$ cat src/rtl/load_store_unit.sv
`default_nettype none
// ============================================================================
// Module   : load_store_unit
// Brief    : RISC-V LB/LH/LW/LBU/LHU/SB/SH/SW initiator for a byte-lane RAM.
// Revision : 1.0
// ============================================================================
module load_store_unit #(
  parameter int ADDR_WIDTH = 10
) (
  input  logic                  clk,
  input  logic                  reset,
  input  logic                  start,
  input  logic                  is_store,
  input  logic [2:0]            funct3,
  input  logic [31:0]           address,
  input  logic [31:0]           store_data,
  output logic [31:0]           load_data,
  output logic                  busy,
  output logic                  done,
  output logic                  error,
  output logic [ADDR_WIDTH-1:0] mem_address,
  output logic [31:0]           mem_write_data,
  output logic [3:0]            mem_write_mask,
  output logic                  mem_write_enable,
  input  logic [31:0]           mem_read_data
);

  typedef enum logic [2:0] {
    IDLE      = 3'd0,
    LOAD_ADDR = 3'd1,
    LOAD_DATA = 3'd2,
    STORE     = 3'd3,
    FINISH    = 3'd4
  } state_t;

  state_t                r_state;
  logic [2:0]            r_funct3;
  logic                  r_error_pending;
  logic [31:0]           r_load_data;
  logic                  r_busy;
  logic                  r_done;
  logic                  r_error;
  logic [ADDR_WIDTH-1:0] r_mem_address;
  logic [31:0]           r_mem_write_data;
  logic [3:0]            r_mem_write_mask;
  logic                  r_mem_write_enable;

  logic                  w_illegal;
  logic                  w_misaligned;
  logic                  w_reject;
  logic [31:0]           w_store_data;
  logic [3:0]            w_store_mask;
  logic [31:0]           w_lane_data;
  logic [31:0]           w_load_value;
  logic                  w_unused;

  assign w_unused = ^address[31:ADDR_WIDTH];

  // Request decode: legality, alignment and store lane placement.
  always_comb begin
    w_illegal    = is_store ? (funct3[2] || funct3[1:0] == 2'b11)
                            : (funct3 == 3'b011 || funct3[2:1] == 2'b11);
    w_misaligned = (funct3[1:0] == 2'b01 && address[0]) ||
                   (funct3[1:0] == 2'b10 && address[1:0] != 2'b00);
    w_reject     = w_illegal || w_misaligned;
    w_store_data = store_data;
    w_store_mask = 4'b0000;
    case (funct3[1:0])
      2'b00: begin
        w_store_data = {4{store_data[7:0]}};
        w_store_mask = ~(4'b0001 << address[1:0]);
      end
      2'b01: begin
        w_store_data = {2{store_data[15:0]}};
        w_store_mask = address[1] ? 4'b0011 : 4'b1100;
      end
      default: ;
    endcase
  end

  // Load lane selection and extension from the registered RAM word.
  always_comb begin
    w_lane_data = mem_read_data >> {r_mem_address[1:0], 3'b000};
    case (r_funct3[1:0])
      2'b00:   w_load_value = r_funct3[2] ? {24'b0, w_lane_data[7:0]}
                                          : {{24{w_lane_data[7]}}, w_lane_data[7:0]};
      2'b01:   w_load_value = r_funct3[2] ? {16'b0, w_lane_data[15:0]}
                                          : {{16{w_lane_data[15]}}, w_lane_data[15:0]};
      default: w_load_value = mem_read_data;
    endcase
  end

  always_ff @(posedge clk or negedge reset) begin
    if (!reset) begin
      r_state            <= IDLE;
      r_funct3           <= 3'b000;
      r_error_pending    <= 1'b0;
      r_load_data        <= 32'h0;
      r_busy             <= 1'b0;
      r_done             <= 1'b0;
      r_error            <= 1'b0;
      r_mem_address      <= '0;
      r_mem_write_data   <= 32'h0;
      r_mem_write_mask   <= 4'hf;
      r_mem_write_enable <= 1'b0;
    end else begin
      r_done             <= 1'b0;
      r_error            <= 1'b0;
      r_mem_write_enable <= 1'b0;
      r_mem_write_mask   <= 4'hf;
      case (r_state)
        IDLE: begin
          if (start) begin
            r_funct3        <= funct3;
            r_mem_address   <= address[ADDR_WIDTH-1:0];
            r_error_pending <= w_reject;
            r_busy          <= 1'b1;
            if (w_reject) begin
              r_state <= FINISH;
            end else if (is_store) begin
              r_state            <= STORE;
              r_mem_write_enable <= 1'b1;
              r_mem_write_data   <= w_store_data;
              r_mem_write_mask   <= w_store_mask;
            end else begin
              r_state <= LOAD_ADDR;
            end
          end
        end
        LOAD_ADDR: r_state <= LOAD_DATA;
        LOAD_DATA: begin
          r_load_data <= w_load_value;
          r_state     <= FINISH;
        end
        STORE:     r_state <= FINISH;
        FINISH: begin
          r_done  <= 1'b1;
          r_error <= r_error_pending;
          r_busy  <= 1'b0;
          r_state <= IDLE;
        end
        default:   r_state <= IDLE;
      endcase
    end
  end

  assign load_data        = r_load_data;
  assign busy             = r_busy;
  assign done             = r_done;
  assign error            = r_error;
  assign mem_address      = r_mem_address;
  assign mem_write_data   = r_mem_write_data;
  assign mem_write_mask   = r_mem_write_mask;
  assign mem_write_enable = r_mem_write_enable;

endmodule
`default_nettype wire

$ cat config.mk
export PLATFORM = sky130hd
export DESIGN_NAME = load_store_unit
export DESIGN_NICKNAME = d
export VERILOG_FILES = /design/src/rtl/load_store_unit.sv
export SDC_FILE = /design/constraint.sdc
export NUM_CORES = 1
export LEC_CHECK = 0
export ABC_AREA = 1
export BUFFER_PORTS_ARGS = -buffer_cell sky130_fd_sc_hd__buf_2
export CAP_MARGIN = 10
export CORE_MARGIN = 2
export CORE_UTILIZATION = 35
export CTS_CLUSTER_SIZE = 40
export DETAILED_ROUTE_END_ITERATION = 6
export PLACE_DENSITY = 0.71
export SETUP_SLACK_MARGIN = 0.02
export SKIP_LAST_GASP = 1
export SYNTH_ARGS = -nofsm -noshare
export SYNTH_HDL_FRONTEND = slang
export SYNTH_SLANG_ARGS = --single-unit
$ cat constraint.sdc
create_clock -name clk -period 3.8 [get_ports clk]
set_input_delay 0 -clock clk [delete_from_list [all_inputs] [get_ports clk]]
set_output_delay 0 -clock clk [all_outputs]
set_load 0.05 [all_outputs]
# After elaboration in Yosys (flattened, before gate mapping)
# Index checks and enable logic that the tools add are counted.
[totals]
register_bits = 89
inputBits = 103
out_inout_bits = 82
elab_cells = 64
[op_classes]
n_eq_ne = 11
n_shift = 2
n_mux = 23
bitwise = 2
n_reduce_logical = 15
[ops]
columns = ["op", "count"]
rows = [
  ["32-bit case mux with 2 select lines", 2],
  ["32-bit two-way mux", 2],
  ["32-bit by 5-bit >> shifter with 16-bit output", 1],
  ["4-bit two-way mux", 5],
  ["3-bit by 2-bit == test with 1-bit output (second input constant)", 3],
  ["3-bit case mux with 3 select lines", 1],
  ["1-bit two-way mux", 8],
  ["4-bit case mux with 2 select lines", 1],
  ["2-bit == test (second input constant)", 3],
  ["3-bit two-way mux", 2],
  ["2-bit by 1-bit == test with 1-bit output (second input constant)", 2],
  ["2-bit zero test", 2],
  ["1-bit logical OR", 4],
  ["4-bit NOT", 1],
  ["2-bit AND reduction", 2],
  ["4-bit AND reduction", 1],
  ["2-bit nonzero test", 2],
  ["1-bit by 2-bit left shift with 4-bit output (first input constant)", 1],
  ["3-bit by 1-bit == test with 1-bit output (second input constant)", 1],
  ["3-bit == test (second input constant)", 1],
  ["3-bit zero test", 1],
  ["1-bit logical AND", 2],
  ["2-bit two-way mux", 1],
  ["2-bit != test (second input constant)", 1],
  ["3 further kinds", 3],
]

# Depth between registers and ports, before layout
# Gate-level depths: netlist of the first run.
[depth]
ltp_word = 7
depth_mapped = 11
depth_no_buf = 8

# Least setup slack after synthesis of the first run
# OpenSTA, ideal clock, no wires.
[synth_timing]
kind = "reg2reg"
start = "reg r_mem_address[0], in the netlist mem_address[0]"
end = "reg r_load_data[23], in the netlist load_data[23]"
setup_ns = 0.063
arrival_time_ns = 1.654
required_ns = 3.737
path_slack_ns = 2.084
path_stages_with_launch = 12
n_path_buf = 3
synth_period_minus_slack_ns = 1.716
path_cell_list = "dfrtp_1 buf_4 inv_2 buf_6 nand2_1 nand3_1 nand2_1 nand3_2 buf_6 nand3_1 nand2_1 inv_1"
[synth_via]
elab_chain_len = 3
elab_cells_between_ends = 4
classes_between = "shift: 1; mux: 3"
[synth_rtl]
columns = ["item", "line", "source"]
rows = [
  ["start: declaration", "43", "logic [ADDR_WIDTH-1:0] r_mem_address;"],
  ["start signal: assignment", "115", "r_mem_address <= address[ADDR_WIDTH-1:0];"],
  ["32-bit by 5-bit >> shifter with 16-bit output *", "83", "w_lane_data = mem_read_data >> {r_mem_address[1:0], 3'b000};"],
  ["32-bit two-way mux, on equally long branches", "87, 85", ""],
  ["32-bit case mux with 2 select lines *", "84", "case (r_funct3[1:0])"],
  ["end signal: assignment", "132", "r_load_data <= w_load_value;"],
  ["end: declaration", "39", "logic [31:0] r_load_data;"],
]
# Every way passes the cells marked *; elsewhere a longest branch is shown, timed or not.
# A chain may end at the register's enable or synchronous reset.

# Worst setup path in the final report of the first run
[layout_timing]
start = "reg r_mem_address[0], in the netlist mem_address[0]"
end = "reg r_load_data[12], in the netlist load_data[12]"
# Same word-level chain as after synthesis.

==> metrics.md, run 1 <==
| Metric | Value |
|---|---|
| HPWL after DPL | 9.61 mm |
| Initial Util | 0.354 |
| Layout cell share with drive strength beyond 1 | 0.270 |
| DRC viols | 0 |
| Sequential fraction of the synthesis area | 0.479 |
| Crit Path Max Fanout | 29 |
| Req. time, crit path | 4.04 ns |
| R2R Path Start | mem_address[0]$_DFFE_PN0P_ |
| Fin crit period | 2.71 ns |
| EDFF count, synth | 0 |
| Synth top cells by count | 244 x nand2_1, 85 x dfrtp_1, 71 x nand3_1, 50 x inv_1 |
| WL final | 14.3 mm |
| Reg2reg path depth | 6 |
| FMAX | 369 MHz |
| Status | complete, no violations |
| DR vias | 4764 |
| Final Setup Violations | 0 |
| Synth Register Bits | 89 |
| Post-Synthesis Net Count | 731 |
| Sink Count | 89 |
| Count of cell types in the netlist | 31 |
| PwrDens | 930 nW/um^2 |
| Critical Path Start | mem_address[0]$_DFFE_PN0P_ |
| Top-count cell post-synth | nand2_1 |
| Initial DRC count | 378 |
| Die Y | 119 um |
| CORE AREA | 13100 sq um |
| Worst skew pair latency | 0.35 ns |
| Average size of a mapped cell | 7.42 sq um |
| Via/cell ratio | 4.83 |
| Num CTS Buffers | 9 |
| Top cells by area, synth | dfrtp_1 46%, nand2_1 20%, nand3_1 7.6%, a21oi_1 4.2%, o21ai_0 4.2% |
| Multi-input logic area | 2030 sq um |
| Tot GR Track Use | 0.202 |
| GP Congestion | 0.874 |
| First-pass GRT wire length | 22.7 mm |
| Final Max Tran Viols | 0 |
| Fin. Hold Viols | 0 |
| Initial antenna violation count | 0 |
| Critical path type | flip-flop to flip-flop |
| CTS tree | yes |
| Vias in the first global route | 4584 |
| Seq. cell area | 2230 sq um |
| CP endpoint | load_data[12]$_DFFE_PN0P_ |
| # diodes | 0 |
| Mapped Cells | 628 |
| Worst reg-to-reg setup slack | 1.09 ns |
| Async set-reset flop share out of synthesis | 1.00 |
| Total grt overflow | 0 |
| CP Launch Type | flip-flop |
| Area added between synthesis and finish | 33.8% |
| Yosys top cell area share | 0.457 |
| PostCTS Resize Cnt | 0 |
| Fill cells | 1328 |
| Longest Clk Path Bufs | 2 |
| Reg clk slew, reported paths | 0.06 ns |
| Final setup TNS | 0 ns |
| Final period util | 0.713 |
| Worst rel slew slack | 0.359 |
| Setup crit end kind | flip-flop |
| I/O pin total | 185 |
| Post-Syn Area | 4660 sq um |
| Final ANT Viol Nets | 0 |
| Largest net degree at the start of global routing | 60 |
| Clock Skew | 0.00664 ns |
| Top_reg_cell synth | dfrtp_1 |
| RSZ-0062 raised after global routing | false |
| Std cell rows | 42 |
| Leak pwr | 3.46 nW |
| CTS Hold Buffers Added | 38 |
| Worst min path class | input pin to flip-flop |
| Setup Buffers After CTS | 0 |
| Worst R2R End | load_data[12]$_DFFE_PN0P_ |
| Ys Warns | 0 |
| Area leader, netlist | dfrtp_1 |
| Clock root buffer | clkbuf_16 |
| First-pass DRT Iterations | 5 |
| Max IR drop VDD | 0.000526 V |
| Maxcap violations | 0 |
| H-tree depth | 3 |
| Worst-Margin Slew | 0.959 ns |
| Hold WS | 0.0108 ns |
| Nets | 910 |
| DR WL/cell | 14.5 um |
| Die area | 14200 sq um |
| CP arrival | 2.95 ns |
| Die X | 119 um |
| PortBufs | 162 |
layout by cell type (no fill, tap or decap), types with 2 or more instances in the layout:
cell and n:
nand2_1 244, nor2_4 3, or2_1 4, buf_2 161, inv_2 8, buf_4 3
dlygate4sd3_1 38, clkbuf_8 2, nand2_2 2, a21boi_1 6, nor2_1 5, a21boi_0 3
bufinv_16 2, nand3_1 71, o21ai_0 39, or2_2 20, clkbuf_16 9, dfstp_2 4
dfrtp_1 85, a21oi_1 39, inv_1 50
logic make-up after synthesis:
| logic type | Yosys count | synth area share |
|---|---|---|
| simple gates | 356 | 0.333 |
| compound gates | 90 | 0.103 |
| buf+inv | 93 | 0.0846 |
| flops | 89 | 0.479 |
final cells by class:
class	count	area share
Tap cell	176	0.0353
Timing Repair Buffer	202	0.194
Sequential cell	89	0.358
Clock inverter	3	0.0104
Inverter	59	0.0355
Multi-Input combinational cell	446	0.326
Clock buffer	11	0.0406
stage by stage:
step | std cells | worst slack [ns] | power (mW) | utilization | cell area, sq um
final | 986 | 1.09 | 5.80 | 0.474 | 6230
after global routing | 986 | 0.830 | 6.15 | 0.474 | 6230
after CTS | 986 | 1.14 | 5.83 | 0.474 | 6230
after detailed placement | 934 | 1.21 | 4.81 | 0.421 | 5530
after global placement | 934 | 1.26 | 4.77 | 0.421 | 5530
after floorplan | 628 | 2.08 | 4.07 | - | 4660
report_power, final:
| group | internal (mW) | total [mW] | switching [mW] |
|---|---|---|---|
| clock network | 0.603 | 0.966 | 0.362 |
| registers | 1.38 | 1.68 | 0.297 |
| logic | 0.761 | 3.15 | 2.39 |
sequential cells by signal (all words and copies together), names as in the netlist:
name / cells
r_state: 3
r_funct3: 3
busy: 1
done: 1
error: 1
mem_write_enable: 1
mem_write_mask: 4
mem_address: 10
load_data: 32
mem_write_data: 32
r_error_pending: 1
how the worst min path moves through the flow:
| stage | from | endpoint | cells after the start |
|---|---|---|---|
| after floorplan | reset | busy$_DFFE_PN0P_ | 0 |
| after global placement | reset | load_data[3]$_DFFE_PN0P_ | 1 |
| final | store_data[15] | mem_write_data[31]$_DFFE_PN0P_ | 5 |
| after detailed placement | reset | load_data[6]$_DFFE_PN0P_ | 1 |
| after CTS | store_data[9] | mem_write_data[25]$_DFFE_PN0P_ | 5 |
| after global routing | mem_read_data[8] | load_data[0]$_DFFE_PN0P_ | 5 |
worst max-delay path, cell delays in order, from the launching register on:
cell and delay (ns):
dfrtp_1 0.92, inv_2 0.27, nand2_1 0.12, nand3_1 0.07, nand2_1 0.10, nand3_1 0.68, a21boi_0 0.44
per-layer routing:
metal	routed length [um]	track usage
met5	0	0
met4	294	0.0816
met3	1090	0.0436
met2	6650	0.333
met1	6220	0.260
(Power assumes the default switching activity.)
==> run 2: changes to the inputs <==
- ABC_AREA: 1 -> 0
- PLACE_DENSITY: 0.71 -> 0.72
- clock period: 3.8 -> 2.79 ns (I/O delays scaled with it)
==> metrics.md, run 2 <==
| Metric | Value |
|---|---|
| Status | complete, no violations (unchanged) |
| Worst min path class | input pin to flip-flop (unchanged) |
| H-tree depth | 3 (unchanged) |
| Final Max Tran Viols | 0 (unchanged) |
| Longest Clk Path Bufs | 2 (unchanged) |
| DRC viols | 0 (unchanged) |
| CORE AREA | 11900 sq um (was 13100 sq um) |
| Num CTS Buffers | 9 (unchanged) |
| Delay-heaviest family, CP | flip-flops (was simple AND/OR/NAND/NOR gates) |
| Die Y | 114 um (was 119 um) |
| CP Launch Type | flip-flop (unchanged) |
| Initial Util | 0.355 (was 0.354) |
| Met1 GRT Util | 0.262 (was 0.260) |
| Sequential fraction of the synthesis area | 0.530 (was 0.479) |
| Max stage delay on crit path | 0.92 ns (about the same) |
| Fin. Hold Viols | 0 (unchanged) |
| Nets | 736 (was 910) |
| Post-Synthesis Net Count | 512 (was 731) |
| Area leader, netlist | dfrtp_1 (unchanged) |
| Top cells by area, synth | dfrtp_1 50%, mux2i_1 8.5%, nand2_1 4.3%, nand3_1 3.8%, mux2_2 3.7% (was dfrtp_1 46%, nand2_1 20%, nand3_1 7.6%, a21oi_1 4.2%, o21ai_0 4.2%) |
| Sink Count | 89 (unchanged) |
| Post-Syn Area | 4220 sq um (was 4660 sq um) |
| Vias in the first global route | 4179 (was 4584) |
| Commonest non-fill, non-tap cell in the layout | buf_2 (was nand2_1) |
| Worst skew pair latency | 0.35 ns (about the same) |
| Dpl cells | 698 (was 934) |
| Initial DRC count | 280 (was 378) |
| Worst reg-to-reg setup slack | 0.86 ns (was 1.09 ns) |
| Std cell rows | 40 (was 42) |
| Clock root buffer | clkbuf_16 (unchanged) |
| PostCTS Resize Cnt | 0 (unchanged) |
| Tot GR Track Use | 0.213 (was 0.202) |
| CP arrival | 2.18 ns (was 2.95 ns) |
| Reg clk slew, reported paths | 0.06 ns (about the same) |
| Non-filler cells in the finished layout | 785 (was 986) |
| Ys Warns | 0 (unchanged) |
| WL final | 13.3 mm (was 14.3 mm) |
| HPWL after DPL | 8.38 mm (was 9.61 mm) |
| Mapped Cells | 409 (was 628) |
| Largest net degree at the start of global routing | 79 (was 60) |
| Crit-path slowest cell | dfrtp_1 (unchanged) |
| R2R Path Start | mem_address[0]$_DFFE_PN0P_ (unchanged) |
| # diodes | 0 (unchanged) |
| Async set-reset flop share out of synthesis | 1.00 (unchanged) |
| Yosys top cell area share | 0.505 (was 0.457) |
| Setup crit end kind | flip-flop (unchanged) |
| Leak pwr | 3.10 nW (was 3.46 nW) |
| Most frequent cells in the layout | 161 x buf_2, 85 x dfrtp_1, 71 x dlygate4sd3_1, 48 x nand2_1, 36 x mux2i_1 (was 244 x nand2_1, 161 x buf_2, 85 x dfrtp_1, 71 x nand3_1, 50 x inv_1) |
| Count of cell types in the netlist | 39 (was 31) |
| CTS tree | yes (unchanged) |
| Hold WS | 0.0116 ns (was 0.0108 ns) |
| First-pass GRT wire length | 21.4 mm (was 22.7 mm) |
| First-pass DRT Iterations | 7 (was 5) |
| Final period util | 0.691 (was 0.713) |
| DR WL/cell | 17.0 um (was 14.5 um) |
| Final setup TNS | 0 ns (unchanged) |
| Synth Register Bits | 89 (unchanged) |
| Hold worst-path end | load_data[7]$_DFFE_PN0P_ (was mem_write_data[31]$_DFFE_PN0P_) |
| EDFF count, synth | 0 (unchanged) |
| DR vias | 4089 (was 4764) |
| Worst rel slew slack | 0.331 (was 0.359) |
| GR Layer Usage met2 | 0.342 (was 0.333) |
| Final Setup Violations | 0 (unchanged) |
| Hold Crit Depth | 3 (was 5) |
| Final ANT Viol Nets | 0 (unchanged) |
| Critical path, cell by cell | nand2b_1, a2bb2oi_1, o22ai_1, o21ai_0 (was inv_2, nand2_1, nand3_1, nand2_1, nand3_1, a21boi_0) |
| Worst R2R End | load_data[4]$_DFFE_PN0P_ (was load_data[12]$_DFFE_PN0P_) |
| Req. time, crit path | 3.05 ns (was 4.04 ns) |
| Die X | 114 um (was 119 um) |
| Fin crit period | 1.93 ns (was 2.71 ns) |
| Clock Skew | 0.00948 ns (was 0.00664 ns) |
| PwrDens | 1090 nW/um^2 (was 930 nW/um^2) |
| PortBufs | 162 (unchanged) |
| GP Congestion | 0.896 (was 0.874) |
| Worst path bufs/invs | 0 (was 1) |
| Top_reg_cell synth | dfrtp_1 (unchanged) |
| Crit Path Max Fanout | 32 (was 29) |
| Synth top cells by count | 85 x dfrtp_1, 48 x nand2_1, 36 x mux2i_1, 32 x nand3_1, 30 x o21ai_0 (was 244 x nand2_1, 85 x dfrtp_1, 71 x nand3_1, 50 x inv_1) |
| Reg2reg path depth | 4 (was 6) |
| GR peak layer | met2 (unchanged) |
| Maxcap violations | 0 (unchanged) |
| Worst-Margin Slew | 1.00 ns (was 0.959 ns) |
| FMAX | 519 MHz (was 369 MHz) |
| Min-delay src | mem_read_data[7] (was store_data[15]) |
| Initial antenna violation count | 0 (unchanged) |
| Max IR drop VDD | 0.000593 V (was 0.000526 V) |
| I/O pin total | 185 (unchanged) |
| Average size of a mapped cell | 10.3 sq um (was 7.42 sq um) |
| Via/cell ratio | 5.21 (was 4.83) |
| Top-count cell post-synth | dfrtp_1 (was nand2_1) |
| Total grt overflow | 0 (unchanged) |
| Layout cell share with drive strength beyond 1 | 0.345 (was 0.270) |
| Die area | 12900 sq um (was 14200 sq um) |
| Critical path type | flip-flop to flip-flop (unchanged) |
| Setup Buffers After CTS | 0 (unchanged) |
| RSZ-0062 raised after global routing | false (unchanged) |
| Met3 Use GR | 0.0632 (was 0.0436) |
| Area added between synthesis and finish | 47.2% (was 33.8%) |
[run 2: changes by cell type in the layout (fill, tap and decap cells not counted), moves of 21 or more]
cell	previous run	this run
a21oi_1	39	18
mux2i_1	0	36
nand2_1	244	48
nand3_1	71	32
inv_1	50	3
dlygate4sd3_1	38	71
[run 2: final cells by class]
cell class,count,area (sq um)
clock inverter,6,90.1
sequential,89,2230
multi-input combinational,287,1860
inverter,3,11.3
fill,1020,5660
tap,147,184
timing repair buffer,243,1600
clock buffer,10,229
[run 2: worst max-delay path by stage]
stage	startpoint	slack [ns]	cells past startpoint	to
finish	mem_address[0]$_DFFE_PN0P_	0.86	4	load_data[4]$_DFFE_PN0P_
global placement	mem_address[0]$_DFFE_PN0P_	0.96	4	load_data[6]$_DFFE_PN0P_
floorplan	mem_address[1]$_DFFE_PN0P_	1.03	6	load_data[11]$_DFFE_PN0P_
detailed placement	mem_address[0]$_DFFE_PN0P_	0.91	4	load_data[6]$_DFFE_PN0P_
global route	mem_address[0]$_DFFE_PN0P_	0.63	4	load_data[5]$_DFFE_PN0P_
CTS	mem_address[0]$_DFFE_PN0P_	0.89	4	load_data[6]$_DFFE_PN0P_
[run 2: where the power goes]
part	total (mW)	internal (mW)	switching, mW
combinational	3.34	0.896	2.44
clock	1.32	0.788	0.530
sequential	2.09	1.77	0.322
total	6.75	3.45	3.29
[run 2: routing by layer]
layer,up-vias,part of all wire,wire length (um)
met1,1950,0.40,5390
met5,-,0,0
met4,0,0.033,440
li1,1893,-,-
met2,208,0.48,6350
met3,38,0.085,1140
[run 2: cell families (layout without fill, tap and decap cells)]
kind of cell           Yosys count  count (layout)  synth area share
and+or+nand+nor                132             132             0.153
muxes                           58              58             0.151
DFF                             89              89             0.530
AOI/OAI and AO/OA               97              97             0.133
buffers and inverters           33             262            0.0329
[run 2: stage by stage]
step                      instance area [sq um]  utilization  worst slack [ns]  power [mW]
after floorplan                            4220            -              1.03        4.50
after detailed placement                   5170        0.436             0.905        5.34
after CTS                                  6200        0.523             0.890        6.75
final                                      6200        0.523             0.863        6.75
after global routing                       6200        0.523             0.632        7.09
after global placement                     5170        0.436             0.961        5.26
[run 2: worst reg2reg max path: stages, from the launching register on]
cell	delay [ns]
dfrtp_1	0.92
nand2b_1	0.35
a2bb2oi_1	0.26
o22ai_1	0.12
o21ai_0	0.19
[run 2: timing repair]
item | CTS | global route
hold buffers | 71 | 0
hold endpoints to repair | 137 | 0
setup endpoints to repair | 0 | 0
==> run 3: changes to the inputs <==
- clock period: 2.79 -> 1.78 ns (I/O delays scaled with it)
==> metrics.md, run 3 (same netlist as run 2, synthesis figures left out) <==
| Metric | Value |
|---|---|
| Status | complete, no violations (unchanged) |
| Longest Clk Path Bufs | 2 (unchanged) |
| Fin. Hold Viols | 0 (unchanged) |
| Initial DRC count | 325 (was 280) |
| Total grt overflow | 0 (unchanged) |
| Max stage delay on crit path | 0.46 ns (was 0.92 ns) |
| DRC viols | 0 (unchanged) |
| R2R Path Start | r_state[2]$_DFFE_PN0P_ (was mem_address[0]$_DFFE_PN0P_) |
| Initial antenna violation count | 0 (unchanged) |
| PwrDens | 1690 nW/um^2 (was 1090 nW/um^2) |
| Hold WS | 0.0123 ns (was 0.0116 ns) |
| Initial Util | 0.355 (unchanged) |
| Reg2reg path depth | 3 (was 4) |
| Fill cells | 999 (was 1020) |
| WL final | 13.0 mm (was 13.3 mm) |
| Std cell rows | 40 (unchanged) |
| Worst reg-to-reg setup slack | 0.15 ns (was 0.86 ns) |
| FMAX | 613 MHz (was 519 MHz) |
| Most frequent cells in the layout | 161 x buf_2, 85 x dfrtp_1, 69 x dlygate4sd3_1, 48 x nand2_1, 36 x mux2i_1 (was 161 x buf_2, 85 x dfrtp_1, 71 x dlygate4sd3_1, 48 x nand2_1, 36 x mux2i_1) |
| Crit Path Max Fanout | 16 (was 32) |
| Area added between synthesis and finish | 49.4% (was 47.2%) |
| Setup crit end kind | flip-flop (unchanged) |
| Worst min path class | input pin to flip-flop (unchanged) |
| Commonest non-fill, non-tap cell in the layout | buf_2 (unchanged) |
| Min-delay src | mem_read_data[2] (was mem_read_data[7]) |
| Clock Skew | 0.00698 ns (was 0.00948 ns) |
| Max IR drop VDD | 0.00111 V (was 0.000593 V) |
| DR vias | 4061 (was 4089) |
| Worst skew pair latency | 0.34 ns (was 0.35 ns) |
| Maxcap violations | 0 (unchanged) |
| First-pass DRT Iterations | 4 (was 7) |
| Final Setup Violations | 0 (unchanged) |
| Sink Count | 89 (unchanged) |
| Critical path type | flip-flop to flip-flop (unchanged) |
| CORE AREA | 11900 sq um (unchanged) |
| CP arrival | 1.86 ns (was 2.18 ns) |
| Die Y | 114 um (unchanged) |
| Clock root buffer | clkbuf_16 (unchanged) |
| Tot GR Track Use | 0.206 (was 0.213) |
| RSZ-0062 raised after global routing | false (unchanged) |
| Req. time, crit path | 2.01 ns (was 3.05 ns) |
| Final ANT Viol Nets | 0 (unchanged) |
| I/O pin total | 185 (unchanged) |
| HPWL after DPL | 8.65 mm (was 8.38 mm) |
| DR WL/cell | 16.4 um (was 17.0 um) |
| Hold worst-path end | load_data[2]$_DFFE_PN0P_ (was load_data[7]$_DFFE_PN0P_) |
| # diodes | 0 (unchanged) |
| Leak pwr | 3.15 nW (was 3.10 nW) |
| H-tree depth | 3 (unchanged) |
| Via/cell ratio | 5.14 (was 5.21) |
| Die X | 114 um (unchanged) |
| Layout cell share with drive strength beyond 1 | 0.355 (was 0.345) |
| Reg clk slew, reported paths | 0.06 ns (about the same) |
| CTS tree | yes (unchanged) |
| Worst rel slew slack | 0.524 (was 0.331) |
| Final setup TNS | 0 ns (unchanged) |
| PortBufs | 162 (unchanged) |
| Die area | 12900 sq um (unchanged) |
| Nets | 741 (was 736) |
| GP Congestion | 0.904 (was 0.896) |
| CP Launch Type | flip-flop (unchanged) |
| Vias in the first global route | 4316 (was 4179) |
| Largest net degree at the start of global routing | 59 (was 79) |
| Final Max Tran Viols | 0 (unchanged) |
| Fin crit period | 1.63 ns (was 1.93 ns) |
| Final period util | 0.917 (was 0.691) |
| Num CTS Buffers | 9 (unchanged) |
| Crit-path slowest cell | dfrtp_1 (unchanged) |
| First-pass GRT wire length | 20.9 mm (was 21.4 mm) |
| Worst R2R End | mem_address[3]$_DFFE_PN0P_ (was load_data[4]$_DFFE_PN0P_) |
| Critical path, cell by cell | nor4b_4, buf_4, mux2_2 (was nand2b_1, a2bb2oi_1, o22ai_1, o21ai_0) |
| Hold Crit Depth | 3 (unchanged) |
| Worst-Margin Slew | 0.712 ns (was 1.00 ns) |
==> run 3: changes by cell type in the layout (fill, tap and decap cells not counted), sizes merged <==
cell	delta
buf	+7
dlygate4sd3	-2
==> run 3: critical path, delay by kind of cell (launching register included) <==
kind / cells / cell delay, ns
flops: 1 / 0.46
mux: 1 / 0.37
simple gates: 1 / 0.38
buf+inv: 1 / 0.31
==> run 3: worst max path at each step <==
| stage | to | from | slack, ns | depth (start not counted) |
|---|---|---|---|---|
| CTS | load_data[10]$_DFFE_PN0P_ | r_state[2]$_DFFE_PN0P_ | 0.11 | 4 |
| floorplan | load_data[11]$_DFFE_PN0P_ | mem_address[1]$_DFFE_PN0P_ | 0.02 | 6 |
| finish | mem_address[3]$_DFFE_PN0P_ | r_state[2]$_DFFE_PN0P_ | 0.15 | 3 |
| global route | load_data[5]$_DFFE_PN0P_ | mem_address[0]$_DFFE_PN0P_ | 0.05 | 5 |
| detailed placement | load_data[10]$_DFFE_PN0P_ | r_state[2]$_DFFE_PN0P_ | 0.13 | 4 |
| global placement | load_data[10]$_DFFE_PN0P_ | r_state[2]$_DFFE_PN0P_ | 0.18 | 4 |
==> run 3: report_power, final <==
part | switching, mW | internal, mW | total (mW)
Sequential | 0.486 | 2.77 | 3.26
Combinational | 3.85 | 1.46 | 5.31
Clock | 0.816 | 1.27 | 2.09
==> run 3: stage by stage <==
step,setup WS [ns],std cells,util,area [sq um],total power [mW]
after floorplan,0.0218,409,-,4220,7.05
after global placement,0.180,705,0.444,5260,8.33
after detailed placement,0.126,705,0.444,5260,8.43
after CTS,0.109,790,0.530,6280,10.7
after global routing,0.0485,790,0.531,6300,11.2
final,0.148,790,0.531,6300,10.7
==> run 3: cell type report <==
class,count,area (sq um),area share
sequential,89,2230,0.354
multi-input combinational,287,1870,0.297
timing repair buffer,248,1670,0.265
clock buffer,10,239,0.0379
tap,147,184,0.0292
clock inverter,6,90.1,0.0143
inverter,3,11.3,0.00179
==> run 3: routing by layer <==
metal | GRT usage | up-vias | routed length, um
met5 | 0 | - | 0
met4 | 0.0732 | 0 | 308
met3 | 0.0712 | 26 | 1120
met1 | 0.246 | 1938 | 5420
li1 | - | 1899 | -
met2 | 0.349 | 198 | 6140
==> run 3: repair_timing <==
action / 4_1_cts / 5_1_grt
endpoints found under the setup margin: 0 / 8
resized for setup: 0 / 2
hold buffers: 69 / 0
hold endpoints to repair: 99 / 0
setup buffers: 0 / 0
